==> config.mk <==
export PLATFORM = sky130hd
export DESIGN_NAME = tx_ordered_set_encode_flat
export DESIGN_NICKNAME = d
export VERILOG_FILES = /design/src/rtl/tx_ordered_set_encode_pkg.sv /design/src/rtl/tx_ordered_set_encode_if.sv /design/src/rtl/tx_ordered_set_encode_8b10b.sv /design/src/rtl/tx_ordered_set_encode.sv /design/src/flat_wrapper.sv
export SDC_FILE = /design/constraint.sdc
export NUM_CORES = 1
export LEC_CHECK = 0
export CORE_UTILIZATION = 57
export DETAILED_ROUTE_END_ITERATION = 10
export HOLD_SLACK_MARGIN = 0.1
export PLACE_DENSITY = 0.81
export SYNTH_ARGS = -nofsm -noshare
export SYNTH_HDL_FRONTEND = slang
export SYNTH_SLANG_ARGS = --single-unit
==> constraint.sdc <==
create_clock -name clk -period 7.7 [get_ports clk]
set_clock_uncertainty 0.1 [all_clocks]
set_input_delay 1.54 -clock clk [delete_from_list [all_inputs] [get_ports clk]]
set_output_delay 1.54 -clock clk [all_outputs]
set_load 0.02 [all_outputs]
==> src/rtl/tx_ordered_set_encode_pkg.sv <==
// Shared definitions for the transmit ordered-set encoder: widths, FSM states,
// 8B octet values and the 10B RD-/RD+ code-group table for every supported K and D.
package tx_ordered_set_encode_pkg;

  localparam int CG_WIDTH    = 10;
  localparam int OCTET_WIDTH = 8;

  typedef enum logic [2:0] {
    IDLE_K = 3'd0,
    IDLE_D = 3'd1,
    DATA   = 3'd2,
    EXT1   = 3'd3,
    EXT2   = 3'd4
  } state_e;

  localparam logic [OCTET_WIDTH-1:0] K28_5_8B = 8'hBC;
  localparam logic [OCTET_WIDTH-1:0] K23_7_8B = 8'hF7;
  localparam logic [OCTET_WIDTH-1:0] K27_7_8B = 8'hFB;
  localparam logic [OCTET_WIDTH-1:0] K29_7_8B = 8'hFD;
  localparam logic [OCTET_WIDTH-1:0] D5_6_8B  = 8'hC5;
  localparam logic [OCTET_WIDTH-1:0] D16_2_8B = 8'h50;

  // Code-groups are written abcdei_fghj with 'a' in bit 9.
  localparam logic [CG_WIDTH-1:0] K28_5_10B_RD_N = 10'b001111_1010;
  localparam logic [CG_WIDTH-1:0] K28_5_10B_RD_P = 10'b110000_0101;
  localparam logic [CG_WIDTH-1:0] K23_7_10B_RD_N = 10'b111010_1000;
  localparam logic [CG_WIDTH-1:0] K23_7_10B_RD_P = 10'b000101_0111;
  localparam logic [CG_WIDTH-1:0] K27_7_10B_RD_N = 10'b110110_1000;
  localparam logic [CG_WIDTH-1:0] K27_7_10B_RD_P = 10'b001001_0111;
  localparam logic [CG_WIDTH-1:0] K29_7_10B_RD_N = 10'b101110_1000;
  localparam logic [CG_WIDTH-1:0] K29_7_10B_RD_P = 10'b010001_0111;
  localparam logic [CG_WIDTH-1:0] D0_0_10B_RD_N  = 10'b100111_0100;
  localparam logic [CG_WIDTH-1:0] D0_0_10B_RD_P  = 10'b011000_1011;

  typedef struct packed {
    logic                hit;
    logic [CG_WIDTH-1:0] rd_n;
    logic [CG_WIDTH-1:0] rd_p;
  } cg_pair_t;

  // SUPPORTED check list for data octets; a miss falls back to D0.0.
  function automatic cg_pair_t supported_d(input logic [OCTET_WIDTH-1:0] octet);
    cg_pair_t p;
    p = '{hit: 1'b0, rd_n: D0_0_10B_RD_N, rd_p: D0_0_10B_RD_P};
    case (octet)
      8'h00: p = '{1'b1, 10'b100111_0100, 10'b011000_1011};  // D0.0
      8'h01: p = '{1'b1, 10'b011101_0100, 10'b100010_1011};  // D1.0
      8'h02: p = '{1'b1, 10'b101101_0100, 10'b010010_1011};  // D2.0
      8'h42: p = '{1'b1, 10'b101101_0101, 10'b010010_0101};  // D2.2
      8'hC3: p = '{1'b1, 10'b110001_0110, 10'b110001_0110};  // D3.6
      8'hC4: p = '{1'b1, 10'b110101_0110, 10'b001010_0110};  // D4.6
      8'hC5: p = '{1'b1, 10'b101001_0110, 10'b101001_0110};  // D5.6
      8'h87: p = '{1'b1, 10'b111000_1101, 10'b000111_0010};  // D7.4
      8'hC8: p = '{1'b1, 10'b111001_0110, 10'b000110_0110};  // D8.6
      8'h2A: p = '{1'b1, 10'b010101_1001, 10'b010101_1001};  // D10.1
      8'h6B: p = '{1'b1, 10'b110100_1100, 10'b110100_0011};  // D11.3
      8'hAC: p = '{1'b1, 10'b001101_1010, 10'b001101_1010};  // D12.5
      8'h50: p = '{1'b1, 10'b011011_0101, 10'b100100_0101};  // D16.2
      8'h53: p = '{1'b1, 10'b110010_0101, 10'b110010_0101};  // D19.2
      8'hB5: p = '{1'b1, 10'b101010_1010, 10'b101010_1010};  // D21.5
      8'h37: p = '{1'b1, 10'b111010_1001, 10'b000101_1001};  // D23.1
      8'h78: p = '{1'b1, 10'b110011_0011, 10'b001100_1100};  // D24.3
      8'hBC: p = '{1'b1, 10'b001110_1010, 10'b001110_1010};  // D28.5
      8'h7D: p = '{1'b1, 10'b101110_0011, 10'b010001_1100};  // D29.3
      8'h3F: p = '{1'b1, 10'b101011_1001, 10'b010100_1001};  // D31.1
      default: ;
    endcase
    return p;
  endfunction

  function automatic cg_pair_t supported_k(input logic [OCTET_WIDTH-1:0] octet);
    cg_pair_t p;
    p = '{hit: 1'b0, rd_n: D0_0_10B_RD_N, rd_p: D0_0_10B_RD_P};
    case (octet)
      K28_5_8B: p = '{1'b1, K28_5_10B_RD_N, K28_5_10B_RD_P};
      K23_7_8B: p = '{1'b1, K23_7_10B_RD_N, K23_7_10B_RD_P};
      K27_7_8B: p = '{1'b1, K27_7_10B_RD_N, K27_7_10B_RD_P};
      K29_7_8B: p = '{1'b1, K29_7_10B_RD_N, K29_7_10B_RD_P};
      default: ;
    endcase
    return p;
  endfunction

endpackage

==> src/rtl/tx_ordered_set_encode_if.sv <==
// GMII-side inputs and SUDI-side code-group outputs of the transmit encoder.
interface tx_ordered_set_encode_if;
  import tx_ordered_set_encode_pkg::*;

  logic                   tx_en;
  logic [OCTET_WIDTH-1:0] txd;
  logic [CG_WIDTH-1:0]    tx_code_group;
  logic                   tx_cg_valid;
  logic                   tx_even;
  logic                   tx_running_disparity;
  logic                   tx_encode_err;

  modport master (
    output tx_en, txd,
    input  tx_code_group, tx_cg_valid, tx_even, tx_running_disparity, tx_encode_err
  );

  modport slave (
    input  tx_en, txd,
    output tx_code_group, tx_cg_valid, tx_even, tx_running_disparity, tx_encode_err
  );
endinterface

==> src/rtl/tx_ordered_set_encode_8b10b.sv <==
// Combinational 8B/10B encoder for the supported K and D code-groups; the exact
// inverse of the receive decode table. Unsupported octets map to D0.0 with err.
module tx_ordered_set_encode_8b10b
  import tx_ordered_set_encode_pkg::*;
(
  input  logic [OCTET_WIDTH-1:0] octet,
  input  logic                   is_k,
  input  logic                   rd,
  output logic [CG_WIDTH-1:0]    code_group,
  output logic                   rd_next,
  output logic                   err
);

  cg_pair_t   pair;
  logic [3:0] ones;

  always_comb begin
    pair       = is_k ? supported_k(octet) : supported_d(octet);
    err        = ~pair.hit;
    code_group = rd ? pair.rd_p : pair.rd_n;
    ones       = '0;
    for (int i = 0; i < CG_WIDTH; i++) begin
      ones = ones + {3'b000, code_group[i]};
    end
    // Only a 6/4 split moves the running disparity.
    rd_next = rd ^ (ones != 4'd5);
  end

endmodule

==> src/rtl/tx_ordered_set_encode.sv <==
// Transmit PCS ordered-set encoder: frames GMII octets with /S/ /T/ /R/ and idles,
// tracking running disparity and even/odd slot alignment; one code-group per clock.
module tx_ordered_set_encode
  import tx_ordered_set_encode_pkg::*;
(
  input logic                    clk,
  input logic                    rst_n,
  tx_ordered_set_encode_if.slave bus
);

  state_e                 state_q, state_d;
  logic                   slot_even_q;
  logic [CG_WIDTH-1:0]    cg_q;
  logic                   valid_q;
  logic                   even_q;
  logic                   rd_q;
  logic                   err_q;

  logic [OCTET_WIDTH-1:0] enc_octet;
  logic                   enc_is_k;
  logic [CG_WIDTH-1:0]    enc_cg;
  logic                   enc_rd_next;
  logic                   enc_err;
  logic                   err_d;

  tx_ordered_set_encode_8b10b u_encode_8b10b (
    .octet      (enc_octet),
    .is_k       (enc_is_k),
    .rd         (rd_q),
    .code_group (enc_cg),
    .rd_next    (enc_rd_next),
    .err        (enc_err)
  );

  always_comb begin
    state_d   = state_q;
    enc_octet = K28_5_8B;
    enc_is_k  = 1'b1;
    err_d     = 1'b0;
    case (state_q)
      IDLE_K: begin
        if (bus.tx_en) begin
          enc_octet = K27_7_8B;
          state_d   = DATA;
        end else begin
          enc_octet = K28_5_8B;
          state_d   = IDLE_D;
        end
      end
      IDLE_D: begin
        // D16.2 pulls a positive RD back to negative; D5.6 keeps it negative.
        enc_is_k  = 1'b0;
        enc_octet = rd_q ? D16_2_8B : D5_6_8B;
        state_d   = IDLE_K;
      end
      DATA: begin
        if (bus.tx_en) begin
          enc_is_k  = 1'b0;
          enc_octet = bus.txd;
          err_d     = enc_err;
        end else begin
          enc_octet = K29_7_8B;
          state_d   = EXT1;
        end
      end
      EXT1: begin
        enc_octet = K23_7_8B;
        state_d   = slot_even_q ? EXT2 : IDLE_K;
      end
      EXT2: begin
        enc_octet = K23_7_8B;
        state_d   = IDLE_K;
      end
      default: state_d = IDLE_K;
    endcase
  end

  // slot_even_q is the parity of the slot being produced this cycle.
  always_ff @(posedge clk or negedge rst_n) begin
    if (!rst_n) begin
      state_q     <= IDLE_K;
      slot_even_q <= 1'b1;
      cg_q        <= '0;
      valid_q     <= 1'b0;
      even_q      <= 1'b0;
      rd_q        <= 1'b0;
      err_q       <= 1'b0;
    end else begin
      state_q     <= state_d;
      slot_even_q <= ~slot_even_q;
      cg_q        <= enc_cg;
      valid_q     <= 1'b1;
      even_q      <= slot_even_q;
      rd_q        <= enc_rd_next;
      err_q       <= err_d;
    end
  end

  assign bus.tx_code_group        = cg_q;
  assign bus.tx_cg_valid          = valid_q;
  assign bus.tx_even              = even_q;
  assign bus.tx_running_disparity = rd_q;
  assign bus.tx_encode_err        = err_q;

endmodule

==> src/flat_wrapper.sv <==
// flat-port wrapper written by rule: the top's interface ports become plain ports
module tx_ordered_set_encode_flat import tx_ordered_set_encode_pkg::*;
  (clk, rst_n, bus_tx_en, bus_txd, bus_tx_code_group, bus_tx_cg_valid, bus_tx_even, bus_tx_running_disparity, bus_tx_encode_err);
  tx_ordered_set_encode_if bus_i ();
  input logic clk;
  input logic rst_n;
  input wire logic [$bits(bus_i.tx_en)-1:0] bus_tx_en;
  input wire logic [$bits(bus_i.txd)-1:0] bus_txd;
  output wire logic [$bits(bus_i.tx_code_group)-1:0] bus_tx_code_group;
  output wire logic [$bits(bus_i.tx_cg_valid)-1:0] bus_tx_cg_valid;
  output wire logic [$bits(bus_i.tx_even)-1:0] bus_tx_even;
  output wire logic [$bits(bus_i.tx_running_disparity)-1:0] bus_tx_running_disparity;
  output wire logic [$bits(bus_i.tx_encode_err)-1:0] bus_tx_encode_err;
  assign bus_i.tx_en = bus_tx_en;
  assign bus_i.txd = bus_txd;
  assign bus_tx_code_group = bus_i.tx_code_group;
  assign bus_tx_cg_valid = bus_i.tx_cg_valid;
  assign bus_tx_even = bus_i.tx_even;
  assign bus_tx_running_disparity = bus_i.tx_running_disparity;
  assign bus_tx_encode_err = bus_i.tx_encode_err;
  tx_ordered_set_encode u_core (.clk(clk), .rst_n(rst_n), .bus(bus_i));
endmodule
### Yosys cells after proc, flatten, opt, wreduce, memory -nomap -nowiden

Index checks and enable logic that the tools add are counted.

| storage, ports and cells | value |
|---|---|
| memory bits (read-only) | 0 |
| logic and storage cells | 66 |
| memory bits (writable) | 0 |
| latch bits | 0 |
| register bits | 18 |
| memories | 0 |

| cells by class | value |
|---|---|
| reductions and logical operators | 3 |
| equality and inequality tests | 28 |
| $mul | 0 |
| muxes and demuxes | 16 |
| $lt $le $gt $ge | 0 |
| bitwise logic cells | 3 |
| add/subtract/negate cells | 9 |
| div/mod/pow operators | 0 |
| shift operators | 0 |

Operators by type and width:

| cell | number |
|---|---|
| $pmux W21 S20 | 1 |
| $eq A8 B8 Y1 const B | 11 |
| $pmux W21 S4 | 1 |
| $eq A8 B7 Y1 const B | 6 |
| $pmux W8 S4 | 1 |
| $add A4 B1 Y4 | 6 |
| $eq A8 B6 Y1 const B | 3 |
| $mux W21 | 1 |
| $mux W8 | 2 |
| $mux W10 | 1 |
| $pmux W3 S3 | 1 |
| $eq A8 B1 Y1 const B | 1 |
| $eq A8 B2 Y1 const B | 1 |
| $logic_not A8 Y1 | 1 |
| $mux W7 | 1 |
| $eq A3 B2 Y1 const B | 2 |
| $mux W3 | 2 |
| $add A3 B1 Y4 | 1 |
| $ne A4 B3 Y1 const B | 1 |
| $add A2 B1 Y3 | 1 |
| $eq A3 B1 Y1 const B | 1 |
| $eq A3 B3 Y1 const B | 1 |
| $logic_not A3 Y1 | 1 |
| $mux W1 | 3 |
| other kinds (7) | 8 |

### Longest topological paths before layout

Gate-level depths: netlist of run 1.

| logic depth | value |
|---|---|
| depth after elaboration | 18 |
| depth in mapped cells | 23 |
| depth with buffers taken out | 19 |

### By module

From an unflattened synthesis of run 1, not the netlist that was laid out.

| second synthesis, totals | value |
|---|---|
| cell total of the unflattened synthesis | 304 |
| area total of the unflattened synthesis | 2348.5 um^2 |

By module, submodules not included:

| module | instances | cells an instance | area an instance (um^2) |
|---|---|---|---|
| tx_ordered_set_encode_8b10b | 1 | 245 | 1657.8 |
| tx_ordered_set_encode | 1 | 59 | 690.7 |

### Worst setup path after synthesis of run 1

No wires, ideal clock.

| path | value |
|---|---|
| path kind | input-to-reg |
| from | in bus_tx_en |
| to | reg u_core.rd_q, in the netlist u_core.bus.tx_running_disparity |
| data arrival time | 6732 ps |
| data required time | 7465 ps |
| library setup time | 135 ps |
| slack | 733 ps |
| cell stages on the path | 21 |
| cell sequence | or4_1 -> buf_2 -> and4b_4 -> buf_6 -> nand2_2 -> nor4_1 -> or4b_1 -> or4b_1 -> buf_2 -> and2_1 -> a221o_1 -> fa_1 -> fa_1 -> fa_1 -> inv_1 -> ha_1 -> inv_1 -> fa_1 -> mux2_2 -> nand3_1 -> xor2_1 |

| on the way | value |
|---|---|
| cells in the longest elaborated chain, start to end | 17 |

Ends and longest elaborated chain:

| element | RTL line | RTL |
|---|---|---|
| start: declaration | flat_wrapper.sv:7 | `input wire logic [$bits(bus_i.tx_en)-1:0] bus_tx_en;` |
| $mux W8 or $mux W7 (tied branches) | tx_ordered_set_encode.sv:57, tx_ordered_set_encode.sv:42 |  |
| $pmux W8 S4 | tx_ordered_set_encode.sv:40 | `case (state_q)` |
| $eq A8 B6 Y1 (tied with other cells) | tx_ordered_set_encode_pkg.sv:45 | `case (octet)` |
| $pmux W21 S20 or $pmux W21 S4 (tied branches) | tx_ordered_set_encode_pkg.sv:45, tx_ordered_set_encode_pkg.sv:74 |  |
| $mux W21 (*) | tx_ordered_set_encode_8b10b.sv:18 | `pair = is_k ? supported_k(octet) : supported_d(octet);` |
| $mux W10 (*) | tx_ordered_set_encode_8b10b.sv:20 | `code_group = rd ? pair.rd_p : pair.rd_n;` |
| $add A1 B1 Y2 | tx_ordered_set_encode_8b10b.sv:23 | `ones = ones + {3'b000, code_group[i]};` |
| $add A2 B1 Y3 | tx_ordered_set_encode_8b10b.sv:23 |  |
| $add A3 B1 Y4 | tx_ordered_set_encode_8b10b.sv:23 |  |
| $add A4 B1 Y4 (5 in series) | tx_ordered_set_encode_8b10b.sv:23 |  |
| $add A4 B1 Y4 (*) | tx_ordered_set_encode_8b10b.sv:23 |  |
| $ne A4 B3 Y1 (*) | tx_ordered_set_encode_8b10b.sv:26 | `rd_next = rd ^ (ones != 4'd5);` |
| $xor A1 B1 Y1 (*) | tx_ordered_set_encode_8b10b.sv:26 |  |
| named net u_core.enc_rd_next | tx_ordered_set_encode.sv:22 | `logic enc_rd_next;` |
| end signal: assignment | tx_ordered_set_encode.sv:94 | `rd_q <= enc_rd_next;` |
| end: declaration | tx_ordered_set_encode.sv:16 | `logic rd_q;` |

The timed path passes the listed nets; every way through them passes the cells marked *.
A chain may end at the register's enable or synchronous reset.

### Worst setup path after layout of run 1

Ends and elaborated chain as after synthesis.

==> flow_metrics.tcl, run 1 <==
set metrics [dict create \
    cts_root_buf "clkbuf_8" \
    cap_violations 0 \
    insertion_delay_ns 0.25 \
    crit_path_end_kind "flop" \
    worstMarginPinSlew_ns 0.732 \
    critical_path_buf_inv_count 5 \
    cp-start-kind "primary input" \
    crit_type "in -> reg" \
    worst-path-stages 21 \
    cp_cell_sequence "clkdlybuf4s50_1, buf_4, and3b_1, o31a_1, a2111oi_1, buf_4, o21ai_2, or4b_1, or4b_4, and2_1, a221o_1, fa_1, fa_1, fa_1, inv_1, ha_1, inv_1, fa_1, mux2_2, nand3_1, xor2_1" \
    viasPerCell 7.02 \
    leakage_nw 1.04 \
    wl_per_cell_um 19.6 \
    swShare 0.475 \
    nets 330 \
    drcViolationCount 0 \
    firstDrtPassIters 8 \
    holdPathStages 0 \
    antenna_found_initial 0 \
    rows 21 \
    timing.rr.end "u_core.bus.tx_running_disparity" \
    cp-endpoint "u_core.bus.tx_running_disparity" \
    htreeDepth 1 \
    layout_common_cells "30 x nand2_1, 26 x nor2_1, 25 x buf_4" \
    status "finished, final reports clean" \
    rr_worst_depth 19 \
    grt_overflow 0 \
    intPower_w 0.000502 \
    die_w_um 62.7 \
    p_sw_w 0.000454 \
    ant_nets 0 \
    mostFrequentLayoutCell "nand2_1" \
    worstPathMaxFanout 7 \
    synth_area_leader_cell "dfrtp_1" \
    crit_start "bus_tx_en" \
    cts_buffers 3 \
    syn_to_final_growth_pct 23.0 \
    ys_seq_area_frac 0.215 \
    clkTransAtPathRegs_ns 0.06 \
    synth_area_leaders "dfrtp_1 20%, fa_1 5.7%, nand2_1 5.4%" \
    post-route-period-util 0.970 \
    hold_buffers 0 \
    netlist_instances 273 \
    stdcell_area_um2 2580 \
    vias 2499 \
    routed_wirelength_um 6960 \
    critPathTopFamily "adder cells" \
    dieArea_um2 3930 \
    cts_setup_buffers 0 \
    relSlewSlack 0.508 \
    drtIter0Drc 271 \
    async_flop_share 1.00 \
    setup-tns-final_ns 0 \
    grt_pass1_vias 2372 \
    fin_hold_ws_ns 0.307 \
    die_y_um 62.7 \
    hold_viol 0 \
    cts_tree "built" \
    pwr_density_cell_nw_per_um2 371 \
    power_frac_comb 0.769 \
    rrSetupSlack_ns 1.24 \
    ys_ff_latch 18 \
    clkSinkCount 18 \
    cp.arrival_ns 7.54 \
    slew_violations 0 \
    share_seq_of_total_power 0.153 \
    hp-class "reg -> reg" \
    cp_slowest_cell "or4b_4" \
    grt_usage 0.372 \
    fin_crit_ns 7.47 \
    yosys_warnings 0 \
    cts_buffer_depth 2 \
    synth-edff-count 0 \
    synth_nets 292 \
    fin_cells 356 \
    cpMostUsedCell "fa_1" \
    diodes 0 \
    io-pin-count 25 \
    crit_required_ns 7.77 \
    routabilityCongestion 1.12 \
    detailed_place.area_um2 2510 \
    drive_above_1_share 0.148 \
    coreArea_um2 3440 \
    grt_pass1_wl_um 11500 \
    vdd_ir_drop_max_mv 0.188 \
    grt_max_degree 23 \
    syn_area_um2 2100 \
    hpwl_um 5580 \
    ys_types 71 \
    fmax_mhz 134 \
    port-buffer-count 24 \
    ys.flop_type "dfrtp_1" \
    avgSynthCellArea_um2 7.68 \
    worstReg2RegStart "u_core.state_q[0]" \
    critPathMaxStageDelay_ns 0.61 \
    place_inst 352 \
    finalSetupViolCount 0 \
    synth_top_area_frac 0.203 \
    initial_core_util 0.609 \
    pwr-share-clk 0.078 \
]
[sequential cells by signal, summed over array words and instances, names as in the netlist]
register	cells
u_core.bus.tx_cg_valid	1
u_core.bus.tx_even	1
u_core.state_q	3
u_core.slot_even_q	1
u_core.bus.tx_running_disparity	1
u_core.bus.tx_encode_err	1
u_core.bus.tx_code_group	10
[Yosys cell counts (6+ instances only)]
master,count
nand2_1,30
nor2_1,26
dfrtp_1,17
a21oi_1,14
nand3_1,14
nor3_1,13
inv_1,11
o21ai_0,11
a211oi_1,8
nor4_1,8
buf_2,7
clkbuf_1,7
fa_1,6
or4_1,6
[routing by layer]
metal  GRT usage  up-vias  part of all wire
met5           0        -                 0
li1            -     1125                 -
met2       0.607      177              0.46
met1       0.462     1152              0.38
met3      0.0693       45              0.10
met4       0.203        0             0.051
[cell type report]
type | count | area (um2)
timing repair buffer | 50 | 448
inverter | 11 | 41.3
tap | 46 | 57.6
fill | 270 | 863
multi-input combinational | 227 | 1530
clock buffer | 4 | 55.1
sequential | 18 | 452
[worst min path at each step]
| stage | start | end |
|---|---|---|
| detailed placement | u_core.slot_even_q | u_core.bus.tx_even |
| global placement | u_core.slot_even_q | u_core.bus.tx_even |
| finish | u_core.slot_even_q | u_core.bus.tx_even |
| CTS | u_core.slot_even_q | u_core.bus.tx_even |
| floorplan | u_core.slot_even_q | u_core.bus.tx_even |
| global route | u_core.slot_even_q | u_core.bus.tx_even |
[kinds of logic (layout without fill, tap and decap cells)]
| kind of cell | Yosys count | after routing | share of synthesized area |
|---|---|---|---|
| buf+inv | 28 | 65 | 0.0632 |
| flops | 18 | 18 | 0.215 |
| other cells | 1 | 1 | 0.00179 |
| compound gates | 76 | 76 | 0.268 |
| simple gates | 139 | 139 | 0.368 |
| fa+ha+maj | 8 | 8 | 0.0692 |
| xor+xnor | 1 | 1 | 0.00418 |
| mux | 2 | 2 | 0.0101 |
[what timing repair did]
item / 4_1_cts / 5_1_grt
hold endpoints to repair: 0 / 0
setup endpoints to repair: 0 / 1
resized for setup: 0 / 3
[power groups by stage]
| stage | clock (W) | combinational [W] | sequential [W] |
|---|---|---|---|
| global placement | 0 | 0.000668 | 0.000147 |
| CTS | 0.0000757 | 0.000733 | 0.000146 |
| detailed placement | 0 | 0.000731 | 0.000148 |
| global route | 0.0000806 | 0.000829 | 0.000151 |
| finish | 0.0000746 | 0.000735 | 0.000147 |
| floorplan | 0 | 0.000465 | 0.000178 |
[through the flow]
stage / setup slack (ns) / util / power, W
global placement: 0.135 / 0.730 / 0.000816
finish: 0.232 / 0.749 / 0.000956
CTS: 0.161 / 0.746 / 0.000955
global route: -0.00908 / 0.749 / 0.00106
floorplan: 0.733 / - / 0.000642
detailed placement: -0.0894 / 0.730 / 0.000879
(Power assumes the default switching activity.)
==> inputs of run 2 (changes only) <==
--- a/config.mk
+++ b/config.mk
@@ -5,6 +5,7 @@
 export SDC_FILE = /design/constraint.sdc
 export NUM_CORES = 1
 export LEC_CHECK = 0
+export CORE_MARGIN = 4
 export CORE_UTILIZATION = 57
 export DETAILED_ROUTE_END_ITERATION = 10
 export HOLD_SLACK_MARGIN = 0.1
==> flow_metrics.tcl, run 2 (synthesized netlist as in run 1, its figures left out) <==
set metrics [dict create \
    diodes 0 \
    grt_max_degree 23 \
    cp.arrival_ns 7.54 \
    hold_viol 0 \
    wl_per_cell_um 19.7 \
    routabilityCongestion 1.06 \
    layout_setup_ws_ns 0.234 \
    crit_required_ns 7.77 \
    cts_buffer_depth 2 \
    fin_crit_ns 7.47 \
    largest_reg_flops 10 \
    hp-class "reg -> reg" \
    die_w_um 68.7 \
    fin_hold_ws_ns 0.301 \
    routed_wirelength_um 7000 \
    cts_tree "built" \
    crit_type "in -> reg" \
    cp-start-kind "primary input" \
    finalSetupViolCount 0 \
    cts_buffers 3 \
    cp_slowest_cell "or4_1" \
    clkTransAtPathRegs_ns 0.06 \
    viasPerCell 7.17 \
    worstMarginPinSlew_ns 0.730 \
    htreeDepth 1 \
    cpMostUsedCell "fa_1" \
    rsz0062_at_grt "false" \
    grt_pass1_vias 2329 \
    vdd_ir_drop_max_mv 0.216 \
    grt_overflow 0 \
    drive_above_1_share 0.142 \
    mostFrequentLayoutCell "nand2_1" \
    layout_common_cells "30 x nand2_1, 26 x nor2_1, 25 x buf_4" \
    pwr_density_cell_nw_per_um2 364 \
    critical_path_buf_inv_count 3 \
    critPathMaxStageDelay_ns 0.66 \
    crit_path_end_kind "flop" \
    syn_to_final_growth_pct 21.6 \
    insertion_delay_ns 0.25 \
    ant_nets 0 \
    fmax_mhz 134 \
    io-pin-count 25 \
    worstPathMaxFanout 11 \
    rows 21 \
    critPathTopFamily "simple AND/OR/NAND/NOR gates" \
    cap_violations 0 \
    grt_pass1_wl_um 11400 \
    initial_core_util 0.609 \
    pre_cts_slack_ns -0.139 \
    p_total_w 0.000929 \
    die_y_um 68.7 \
    vias 2547 \
    clkSinkCount 18 \
    status "finished, final reports clean" \
    grt_usage 0.321 \
    dieArea_um2 4710 \
    hpwl_um 5550 \
    cts_root_buf "clkbuf_8" \
    fin_cells 355 \
    slew_violations 0 \
    cp_cell_sequence "clkdlybuf4s50_1, or4_1, and4b_4, nand2_2, nor4_1, or4b_1, or4b_4, and2_1, a221o_1, fa_1, fa_1, fa_1, inv_1, ha_1, inv_1, fa_1, mux2_2, nand3_1, xor2_1" \
    drtIter0Drc 323 \
    port-buffer-count 24 \
    coreArea_um2 3440 \
    post-route-period-util 0.970 \
    nets 329 \
    drcViolationCount 0 \
    place_inst 351 \
    antenna_found_initial 0 \
    firstDrtPassIters 8 \
    cts_setup_buffers 0 \
    relSlewSlack 0.512 \
    leakage_nw 1.03 \
    n_fill_cell 254 \
]
## run 2: report_power, final
part / leakage, nW / switching [W] / internal [W]
logic: 0.786 / 0.000393 / 0.000322
clock network: 0.0228 / 0.0000282 / 0.0000367
registers: 0.219 / 0.0000217 / 0.000128
total: 1.03 / 0.000443 / 0.000486
## run 2: layer usage
layer	global-route usage	vias to the layer above	part of all wire
met5	0	-	0
met1	0.417	1154	0.39
met3	0.0373	44	0.11
met2	0.510	224	0.45
met4	0.186	0	0.052
li1	-	1125	-
## run 2: what timing repair did
| action | 4_1_cts | 5_1_grt |
|---|---|---|
| gates resized for setup | 0 | 3 |
| endpoints found under the hold margin | 0 | 0 |
| hold buffers | 0 | 0 |
| setup endpoints to repair | 0 | 1 |
## run 2: metrics by stage
step / area (um2) / TNS (ns) / util
5_1_grt: 2550 / 0 / 0.741
6_report: 2550 / 0 / 0.741
3_3_place_gp: 2490 / 0 / 0.724
4_1_cts: 2540 / 0 / 0.737
3_5_place_dp: 2490 / -0.139 / 0.724
2_1_floorplan: 2100 / 0 / -
## run 2: area by class of cell
| type | instances | area [um2] | share of cell area |
|---|---|---|---|
| tap | 46 | 57.6 | 0.0226 |
| timing repair buffer | 49 | 428 | 0.168 |
| sequential | 18 | 452 | 0.177 |
| clock buffer | 4 | 45.0 | 0.0177 |
| multi-input combinational | 227 | 1530 | 0.599 |
| inverter | 11 | 41.3 | 0.0162 |
## run 2: final timing paths
path	slack (ns)	end	start	depth (start not counted)
worst max-delay path	0.23	u_core.bus.tx_running_disparity	bus_tx_en	19
worst max register to register	1.33	u_core.bus.tx_running_disparity	u_core.state_q[2]	18
worst min-delay path	0.30	u_core.bus.tx_even	u_core.slot_even_q	0
max in group asynchronous	5.42	u_core.bus.tx_encode_err	rst_n	1
worst min register to register	0.30	u_core.bus.tx_even	u_core.slot_even_q	0
min in group asynchronous	1.62	u_core.bus.tx_code_group[4]	rst_n	1
